===== config.mk =====
export PLATFORM = sky130hd
export DESIGN_NAME = mem_arbiter
export DESIGN_NICKNAME = d
export VERILOG_FILES = /design/src/rtl/mem_arbiter.sv
export SDC_FILE = /design/constraint.sdc
export NUM_CORES = 1
export LEC_CHECK = 0
export BUFFER_PORTS_ARGS = -buffer_cell sky130_fd_sc_hd__clkbuf_2
export CORE_ASPECT_RATIO = 1.75
export CORE_MARGIN = 1
export CORE_UTILIZATION = 47
export CTS_CLUSTER_SIZE = 10
export DETAILED_ROUTE_END_ITERATION = 10
export GPL_ROUTABILITY_DRIVEN = 0
export MAX_ROUTING_LAYER = met4
export PLACE_DENSITY = 0.87
export SLEW_MARGIN = 25
export SYNTH_ARGS = -nofsm -noshare
export SYNTH_HDL_FRONTEND = slang
export SYNTH_SLANG_ARGS = --single-unit

===== constraint.sdc =====
create_clock -name clk -period 2.9 [get_ports clk]
set_input_delay 0.58 -clock clk [delete_from_list [all_inputs] [get_ports clk]]
set_output_delay 0.58 -clock clk [all_outputs]
set_load 0.02 [all_outputs]

===== src/rtl/mem_arbiter.sv =====
// Round-robin arbiter sharing one single-port memory between NUM_REQ requesters.
// Transfers run IDLE -> BUSY -> DONE. A transfer is aborted with req_err when the memory stalls TIMEOUT cycles.
module mem_arbiter #(
  parameter  int NUM_REQ    = 4,
  parameter  int WIDTH      = 8,
  parameter  int DEPTH      = 16,
  parameter  int TIMEOUT    = 15,
  localparam int ADDR_WIDTH = $clog2(DEPTH)
) (
  input  logic                          clk,
  input  logic                          rst,
  input  logic [NUM_REQ-1:0]            req_valid,
  input  logic [NUM_REQ-1:0]            req_wr_rd,
  input  logic [NUM_REQ*ADDR_WIDTH-1:0] req_addr,
  input  logic [NUM_REQ*WIDTH-1:0]      req_wdata,
  output logic [NUM_REQ-1:0]            req_ready,
  output logic                          req_err,
  output logic [WIDTH-1:0]              req_rdata,
  output logic                          mem_valid,
  output logic                          mem_wr_rd,
  output logic [ADDR_WIDTH-1:0]         mem_addr,
  output logic [WIDTH-1:0]              mem_wdata,
  input  logic [WIDTH-1:0]              mem_rdata,
  input  logic                          mem_ready
);
  localparam int GW = $clog2(NUM_REQ);

  typedef enum logic [1:0] {IDLE, BUSY, DONE} state_e;

  state_e                  state_q;
  logic [GW-1:0]           gnt_q;
  logic [7:0]              cnt_q;
  logic [NUM_REQ-1:0]      req_ready_q;
  logic                    req_err_q;
  logic [WIDTH-1:0]        req_rdata_q;
  logic                    mem_valid_q;
  logic                    mem_wr_rd_q;
  logic [ADDR_WIDTH-1:0]   mem_addr_q;
  logic [WIDTH-1:0]        mem_wdata_q;

  logic [GW-1:0]           pick_d;
  logic                    pick_vld_d;

  // Walk the circle downward so the last hit is the nearest one after gnt_q.
  always_comb begin
    pick_vld_d = 1'b0;
    pick_d     = gnt_q;
    for (int d = NUM_REQ; d >= 1; d--) begin
      if (req_valid[(int'(gnt_q) + d) % NUM_REQ]) begin
        pick_vld_d = 1'b1;
        pick_d     = GW'((int'(gnt_q) + d) % NUM_REQ);
      end
    end
  end

  always_ff @(posedge clk) begin
    if (rst) begin
      state_q     <= IDLE;
      gnt_q       <= GW'(NUM_REQ - 1);
      cnt_q       <= '0;
      req_ready_q <= '0;
      req_err_q   <= 1'b0;
      req_rdata_q <= '0;
      mem_valid_q <= 1'b0;
      mem_wr_rd_q <= 1'b0;
      mem_addr_q  <= '0;
      mem_wdata_q <= '0;
    end else begin
      case (state_q)
        IDLE: begin
          if (pick_vld_d) begin
            gnt_q       <= pick_d;
            mem_valid_q <= 1'b1;
            mem_wr_rd_q <= req_wr_rd[pick_d];
            mem_addr_q  <= req_addr[pick_d*ADDR_WIDTH +: ADDR_WIDTH];
            mem_wdata_q <= req_wdata[pick_d*WIDTH +: WIDTH];
            cnt_q       <= '0;
            state_q     <= BUSY;
          end
        end
        BUSY: begin
          // A ready arriving on the last allowed cycle still completes normally.
          if (mem_ready) begin
            if (!mem_wr_rd_q) req_rdata_q <= mem_rdata;
            req_ready_q <= NUM_REQ'(1) << gnt_q;
            req_err_q   <= 1'b0;
            mem_valid_q <= 1'b0;
            state_q     <= DONE;
          end else if (cnt_q == 8'(TIMEOUT - 1)) begin
            req_ready_q <= NUM_REQ'(1) << gnt_q;
            req_err_q   <= 1'b1;
            mem_valid_q <= 1'b0;
            state_q     <= DONE;
          end else begin
            cnt_q <= cnt_q + 8'd1;
          end
        end
        DONE: begin
          req_ready_q <= '0;
          req_err_q   <= 1'b0;
          state_q     <= IDLE;
        end
        default: state_q <= IDLE;
      endcase
    end
  end

  assign req_ready = req_ready_q;
  assign req_err   = req_err_q;
  assign req_rdata = req_rdata_q;
  assign mem_valid = mem_valid_q;
  assign mem_wr_rd = mem_wr_rd_q;
  assign mem_addr  = mem_addr_q;
  assign mem_wdata = mem_wdata_q;

endmodule


# Word level (Yosys, flattened, before mapping)
# Cells that the tools add are included.
dict set report word_totals {
  ff_bits 39
  out_inout_bits 27
  input_bits 67
}
dict set report op_classes {
  n_shift 3
  order_cmp 5
  n_addsub 5
  n_mux 40
  eq_ne 7
  reduce_logical 13
  n_bitwise 5
}
# operator n
set ops {}
lappend ops {{32-bit by 6-bit variable part select with 8-bit output} 1}
lappend ops {{8-bit 2-to-1 mux} 3}
lappend ops {{1-bit 2-to-1 mux} 18}
lappend ops {{3-bit by 4-bit less-than comparator with 1-bit output, second input constant} 4}
lappend ops {{8-bit case mux with 2 select lines} 1}
lappend ops {{16-bit by 5-bit variable part select with 4-bit output} 1}
lappend ops {{2-bit 2-to-1 mux} 7}
lappend ops {{1-bit binary-select mux with 2-bit select} 5}
lappend ops {{8-bit by 1-bit adder with 8-bit output, second input constant} 1}
lappend ops {{8-bit by 4-bit == test with 1-bit output, second input constant} 1}
lappend ops {{4-bit 2-to-1 mux} 2}
lappend ops {{4-bit case mux with 2 select lines} 1}
lappend ops {{2-bit OR reduction} 4}
lappend ops {{2-bit inequality test, second input constant} 3}
lappend ops {{2-bit AND reduction} 3}
lappend ops {{3-bit AND reduction} 2}
lappend ops {{2-bit by 1-bit adder with 2-bit output, second input constant} 2}
lappend ops {{2-bit adder, second input constant} 2}
lappend ops {{1-bit bitwise AND, first input constant} 4}
lappend ops {{1-bit case mux with 2 select lines} 2}
lappend ops {{2-bit case mux with 2 select lines} 1}
lappend ops {{4-bit AND reduction} 1}
lappend ops {{2-bit nonzero test} 2}
lappend ops {{1-bit by 2-bit left shift with 4-bit output, first input constant} 1}
lappend ops {{6 further kinds} 6}

# Logic depth before layout (Yosys ltp)
# Gate-level depths: netlist (run 1).
dict set report depth {
  word_depth 12
  ltp_mapped 10
  ltp_nobuf 8
}

# Worst setup path before layout (run 1)
# No wires, ideal clock.
dict set report synth_timing {
  path_kind {register to register}
  startpoint {reg gnt_q[0]}
  endpoint {reg mem_addr_q[0] (netlist: mem_addr[0])}
  path_stages_with_launch 11
  arrival_time_ns 2.220
  slack_ns 0.542
  n_path_buf 2
  synth_period_minus_slack_ns 2.358
  cell_sequence {dfxtp_1 -> buf_6 -> clkinv_4 -> ha_1 -> mux4_2 -> nand2b_4 -> o311ai_4 -> xnor2_4 -> buf_12 -> mux2i_1 -> o221ai_1}
}
dict set report synth_via {
  elab_chain_cells 9
  elab_cells_between_ends 26
  classes_between {4 x add/sub; 1 x shift; 20 x mux; 1 x reduce/logical}
}
# element line
set synth_lines {}
lappend synth_lines {{start, declared} 31} ;# logic [GW-1:0] gnt_q;
lappend synth_lines {{start signal, assigned} 59} ;# gnt_q <= GW'(NUM_REQ - 1);
lappend synth_lines {{start signal, assigned} 72} ;# gnt_q <= pick_d;
lappend synth_lines {{2-bit by 1-bit adder with 2-bit output} {49, 51}}
lappend synth_lines {{1-bit binary-select mux with 2-bit select} 49} ;# if (req_valid[(int'(gnt_q) + d) % NUM_REQ]) begin
lappend synth_lines {{1-bit 2-to-1 mux (not written as such) (2 in a row)} 49}
lappend synth_lines {{2-bit 2-to-1 mux or 1-bit 2-to-1 mux (tied branches) (4 in a row)} 49}
lappend synth_lines {{16-bit by 5-bit variable part select with 4-bit output or 2-bit AND reduction (tied branches)} -}
lappend synth_lines {{end signal, assigned} 75} ;# mem_addr_q <= req_addr[pick_d*ADDR_WIDTH +: ADDR_WIDTH];
lappend synth_lines {{end, declared} 38} ;# logic [ADDR_WIDTH-1:0] mem_addr_q;
# Parallel ways exist; a longest one is shown, timed or not. The select of a mux whose other input is x is not followed.
# A chain may end at the register's enable or synchronous reset.

# Worst setup path after layout (run 1)
dict set report layout_timing {
  startpoint {reg gnt_q[1]}
  endpoint {reg mem_addr_q[0] (netlist: mem_addr[0])}
}
# Same word-level chain as after synthesis.

==> results_dict.tcl, run 1 <==
set metrics [dict create \
    p_seq_share_pct 35.7 \
    num-fill-cells 344 \
    drive_gt1_share_pct 36.5 \
    hp-start "req_ready[2]" \
    grt_pass1_vias 1860 \
    synth_cells 212 \
    via_count 1927 \
    timing.rr.end "mem_addr[0]" \
    power.switching_uw 614 \
    slew_headroom_pct 63.6 \
    worstMarginPinSlew_ns 0.543 \
    fmax_mhz 419 \
    grt_max_degree 27 \
    via_per_inst 5.41 \
    synth_flop_cell "dfxtp_1" \
    cp-end-kind "flop" \
    die_x_um 51.9 \
    drtAntennaViolNets 0 \
    yosys_warnings 0 \
    whs_path_depth 2 \
    holdPathEnd "req_ready[2]" \
    rr_startpoint "gnt_q[1]" \
    critical_path.max_stage_delay_ns 0.42 \
    cts_tree "built" \
    hpwlAfterDp_um 3630 \
    finClkSkew_ns 0.00912 \
    power_leakage_nw 1.28 \
    start_util_pct 49.4 \
    boundaryPins 94 \
    grt-ovfl-total 0 \
    period_minus_slack_ns 2.38 \
    min_path_type "reg2reg" \
    power_frac_clock_pct 25.5 \
    synth_nets 285 \
    tns_ns 0 \
    wl_per_cell_um 13.0 \
    drt_wl_total_um 4640 \
    synth_top_area_share_pct 38.1 \
    synth_area_leader_cell "dfxtp_1" \
    critPathLaunchType "flop" \
    cts.sinks 39 \
    ys_top_cells_by_area "dfxtp_1, mux2i_1, o221ai_1" \
    status "complete, no violations" \
    clk_pin_slew_ns 0.08 \
    hold_slack_ns 0.469 \
    io_buffers 93 \
    rsz0062_at_grt "false" \
    vdd_drop_max_mv 0.531 \
    setup_viol 0 \
    ff_latch_area_um2 781 \
    core_area_mm2 0.00415 \
    crit_fanout 26 \
    clk_latency_ns 0.29 \
    clock_path_buffers 2 \
    drc 0 \
    nets 379 \
    htree_levels 2 \
    ys_types 38 \
    ys_seq_elements 39 \
    cts_hold_buf 0 \
    drt_iter0_markers 23 \
    synth_seq_area_share_pct 38.1 \
    ys_async_sr_fraction_pct 0 \
    synth_common_cells "dfxtp_1, mux2i_1, nor2_1" \
    synth_edf_count 0 \
    p_int_mw 1.23 \
    syn_to_final_growth_pct 29.7 \
    slew_viol_final 0 \
    first_pass_iters 4 \
    syn_area_per_cell_um2 9.67 \
    hold_viol_final 0 \
    antenna_found_initial 0 \
    grt_pass1_wl_um 7420 \
    reg2reg_slack_ns 0.52 \
    antennaDiodeCount 0 \
    critPathKind "reg2reg" \
    swShare_pct 33.3 \
    multi_input_area_mm2 0.00117 \
    cts_setup_buffers 0 \
    r2r_cells 9 \
    die-area_mm2 0.00464 \
    syn_area_mm2 0.00205 \
    die_h_um 89.4 \
    cts_root_buf "clkbuf_8" \
    cts_resized 0 \
    dpl.cell_count 348 \
    yosysMostFrequentCell "dfxtp_1" \
    instances_no_fill 356 \
    powerDensity_mw_per_mm2 692 \
    grt_usage_pct 22.0 \
    required_ns 3.06 \
    rows 31 \
    power_frac_comb_pct 38.8 \
    post-route-period-util_pct 82.2 \
    drv_cap 0 \
    critical-path-slowest-cell "dfxtp_1" \
    cts-buffers-inserted 5 \
    arrival_ns 2.54 \
    path_cells "inv_1, ha_1, mux4_2, nand2b_4, o311ai_4, xnor2_4, buf_12, mux2i_1, o221ai_1" \
]
layout make-up:
type,count,area share (%)
Multi-Input combinational cell,160,44.2
Sequential cell,39,29.4
Timing Repair Buffer,97,19.1
Clock buffer,6,3.11
Tap cell,49,2.31
Clock inverter,2,1.32
Inverter,3,0.612
per-layer routing:
metal,vias to the layer above,track usage (%),part of all wire (%)
li1,948,-,-
met1,886,20.2,37
met2,82,41.5,55
met3,11,3.74,5.3
met4,0,11.5,2.7
met5,-,-,0
cells by family (layout without fill, tap and decap cells):
logic type	count (synthesis)	count (layout)	synth area share [%]
buffers and inverters	13	108	4.58
XOR/XNOR	7	7	3.91
flip-flops	39	39	38.1
AND/OR/NAND/NOR	76	76	17.3
multiplexers	38	38	19.8
AO/OA/AOI/OAI	33	33	12.6
adder cells (fa/ha/maj)	6	6	3.66
per-stage QoR:
stage / setup WS [ns] / cell area (µm²) / power (mW) / util (%)
floorplan: 0.542 / 2050 / 1.24 / -
global placement: 0.509 / 2540 / 1.37 / 61.2
detailed placement: 0.459 / 2540 / 1.39 / 61.2
CTS: 0.507 / 2660 / 1.86 / 64.1
global route: 0.368 / 2660 / 1.93 / 64.1
finish: 0.516 / 2660 / 1.84 / 64.1
power groups by stage:
stage	sequential [mW]	clock (mW)	combinational (mW)
after global placement	0.666	0	0.704
final	0.658	0.469	0.714
after floorplan	0.739	0	0.502
after CTS	0.657	0.479	0.721
after detailed placement	0.667	0	0.720
after global routing	0.665	0.496	0.773
sequential cells by signal (all words and copies together), names as in the netlist:
signal and flops:
req_ready 4, cnt_q 8, mem_valid 1, req_err 1, state_q 2, mem_wdata 8
req_rdata 8, gnt_q 2, mem_addr 4, mem_wr_rd 1
worst max-delay path: cells and delay by family, from the launching register on:
family,cells,cell delay (ns)
buffers and inverters,2,0.36
xor gates and xnor gates,1,0.17
DFF,1,0.42
and+or+nand+nor,1,0.16
AOI/OAI and AO/OA,2,0.25
muxes,2,0.53
adders and majority gates,1,0.35
worst max-delay path by stage:
| stage | start | to | slack (ns) | cells past startpoint |
|---|---|---|---|---|
| 3_3_place_gp | req_valid[0] | mem_addr[0] | 0.51 | 8 |
| 6_report | gnt_q[1] | mem_addr[0] | 0.52 | 9 |
| 4_1_cts | gnt_q[1] | mem_addr[0] | 0.51 | 9 |
| 5_1_grt | gnt_q[1] | mem_addr[0] | 0.37 | 9 |
| 2_1_floorplan | gnt_q[0] | mem_addr[0] | 0.54 | 10 |
| 3_5_place_dp | req_valid[0] | mem_addr[0] | 0.46 | 8 |
layout by cell type, fill, tap and decap left out, types with 5 or more instances in the layout:
cell      synthesis  layout
nor2_1           24      24
dfxtp_1          39      39
clkbuf_8          0       6
clkbuf_2          0      93
o221ai_1         13      13
nor3_1            5       5
a21oi_1           9       9
mux2i_1          35      35
nand2b_1          6       6
nand3_1           6       6
nand2_1          23      23
ha_1              6       6
No activity file was read; power rests on OpenSTA's default activity.
==> run 2, diff against run 1 <==
clock period = 2.2 ns   (was 2.9 ns; I/O delays follow)
==> results_dict.tcl, run 2 (synthesis results as in run 1) <==
set metrics [dict create \
    setup_viol 1 \
    required_ns 2.36 \
    cts_root_buf "clkbuf_8" \
    place_area_mm2 0.00270 \
    critical-path-slowest-cell "dfxtp_4" \
    drt_iter0_markers 22 \
    power_leakage_nw 1.38 \
    boundaryPins 94 \
    die_x_um 51.9 \
    core_area_mm2 0.00415 \
    die-area_mm2 0.00464 \
    num-fill-cells 303 \
    critPathKind "reg2reg" \
    finClkSkew_ns 0.0146 \
    mostFrequentLayoutCells "clkbuf_2, dfxtp_1, mux2i_1, nor2_1, nand2_1" \
    post-route-period-util_pct 102 \
    worstMarginPinSlew_ns 0.438 \
    critPathLaunchType "flop" \
    via_per_inst 5.25 \
    io_buffers 93 \
    cp-end-kind "flop" \
    drv_cap 0 \
    utilization_pct 69.2 \
    setup_ws_ns -0.0440 \
    status "finished with violations" \
    drt_wl_total_um 5200 \
    slew_headroom_pct 70.6 \
    power_frac_comb_pct 44.1 \
    min_path_type "in2reg" \
    clock_path_buffers 2 \
    cts_tree "built" \
    fmax_mhz 446 \
    hold_viol_final 0 \
    path_cells "clkinv_8, ha_4, mux4_2, nand2b_4, o311ai_4, xnor2_4, buf_12, mux2i_1, o221ai_1" \
    via_count 1968 \
    rows 31 \
    syn_to_final_growth_pct 40.0 \
    period_minus_slack_ns 2.24 \
    power_mw 2.65 \
    rsz0062_at_grt "true" \
    grt_usage_pct 23.6 \
    cts-buffers-inserted 5 \
    grt_max_degree 22 \
    wl_per_cell_um 13.9 \
    swShare_pct 33.8 \
    arrival_ns 2.41 \
    p_int_mw 1.76 \
    crit_fanout 7 \
    powerDensity_mw_per_mm2 925 \
    grt_pass1_vias 1851 \
    cts.sinks 39 \
    final_common_cell "clkbuf_2" \
    htree_levels 2 \
    antennaDiodeCount 0 \
    grt_pass1_wl_um 7920 \
    cpLargestDelayFamily "multiplexers" \
    p_seq_share_pct 32.9 \
    drive_gt1_share_pct 41.4 \
    slew_viol_final 0 \
    drc 0 \
    power.switching_uw 898 \
    hpwlAfterDp_um 3990 \
    first_pass_iters 4 \
    power_frac_clock_pct 23.1 \
    hold_slack_ns 0.374 \
    nets 398 \
    vdd_drop_max_mv 0.781 \
    violations "setup timing" \
    drtAntennaViolNets 0 \
    worst-path-buf-inv 2 \
    clk_latency_ns 0.30 \
    critical_path.max_stage_delay_ns 0.41 \
    start_util_pct 49.4 \
    design_area_mm2 0.00287 \
    antenna_found_initial 0 \
    clk_pin_slew_ns 0.09 \
    die_h_um 89.4 \
    grt-ovfl-total 0 \
]
## run 2: cell count changes in the layout (fill, tap and decap cells not counted), sizes merged
| cell | previous run | this run |
|---|---|---|
| clkinv | 2 | 1 |
| buf | 4 | 22 |
| inv | 2 | 3 |
| clkinvlp | 0 | 1 |
## run 2: final timing paths
check               startpoint           end  slack [ns]  cells past startpoint
setup reg to reg      gnt_q[0]     mem_wr_rd       -0.04                      9
hold / removal    mem_rdata[2]  req_rdata[2]        0.37                      3
hold reg to reg      mem_valid     mem_valid        0.46                      2
setup / recovery      gnt_q[0]     mem_wr_rd       -0.04                      9
## run 2: metrics by stage
stage	worst slack [ns]	std cells	setup TNS [ns]
6_report	-0.0440	375	-0.0440
5_1_grt	-0.119	375	-0.401
4_1_cts	0.00185	371	0
3_5_place_dp	-0.0127	363	-0.0512
3_3_place_gp	0.0332	363	0
2_1_floorplan	-0.0181	212	-0.175
## run 2: tightest hold or removal path, delay by kind of cell
kind / cells / cell delay [ns]
buffers and inverters: 1 / 0.07
muxes: 1 / 0.05
and+or+nand+nor: 1 / 0.07
## run 2: cell type report
cell class | count | area [µm²] | share of cell area, %
multi-input combinational | 160 | 1190 | 41.4
sequential | 39 | 786 | 27.4
timing repair buffer | 116 | 697 | 24.3
clock buffer | 5 | 68.8 | 2.40
tap | 49 | 61.3 | 2.14
clock inverter | 3 | 46.3 | 1.61
inverter | 3 | 23.8 | 0.828
## run 2: timing repair
action / 4_1_cts / 5_1_grt
setup buffers: 0 / 3
hold buffers: 0 / 0
endpoints found under the setup margin: 0 / 13
hold endpoints to repair: 0 / 0
resized for setup: 0 / 4
## run 2: power groups by stage
stage | clock, mW | sequential (mW) | combinational (mW)
after floorplan | 0 | 0.975 | 0.678
after global placement | 0 | 0.881 | 1.05
after detailed placement | 0 | 0.882 | 1.08
after CTS | 0.624 | 0.869 | 1.08
after global routing | 0.651 | 0.881 | 1.25
final | 0.613 | 0.872 | 1.17
## run 2: layer usage
metal | up-vias | share of wire [%] | global-route usage [%]
met3 | 5 | 4.5 | 4.59
met5 | - | 0 | -
li1 | 992 | - | -
met1 | 900 | 38 | 23.1
met4 | 0 | 1.4 | 8.60
met2 | 71 | 56 | 44.4
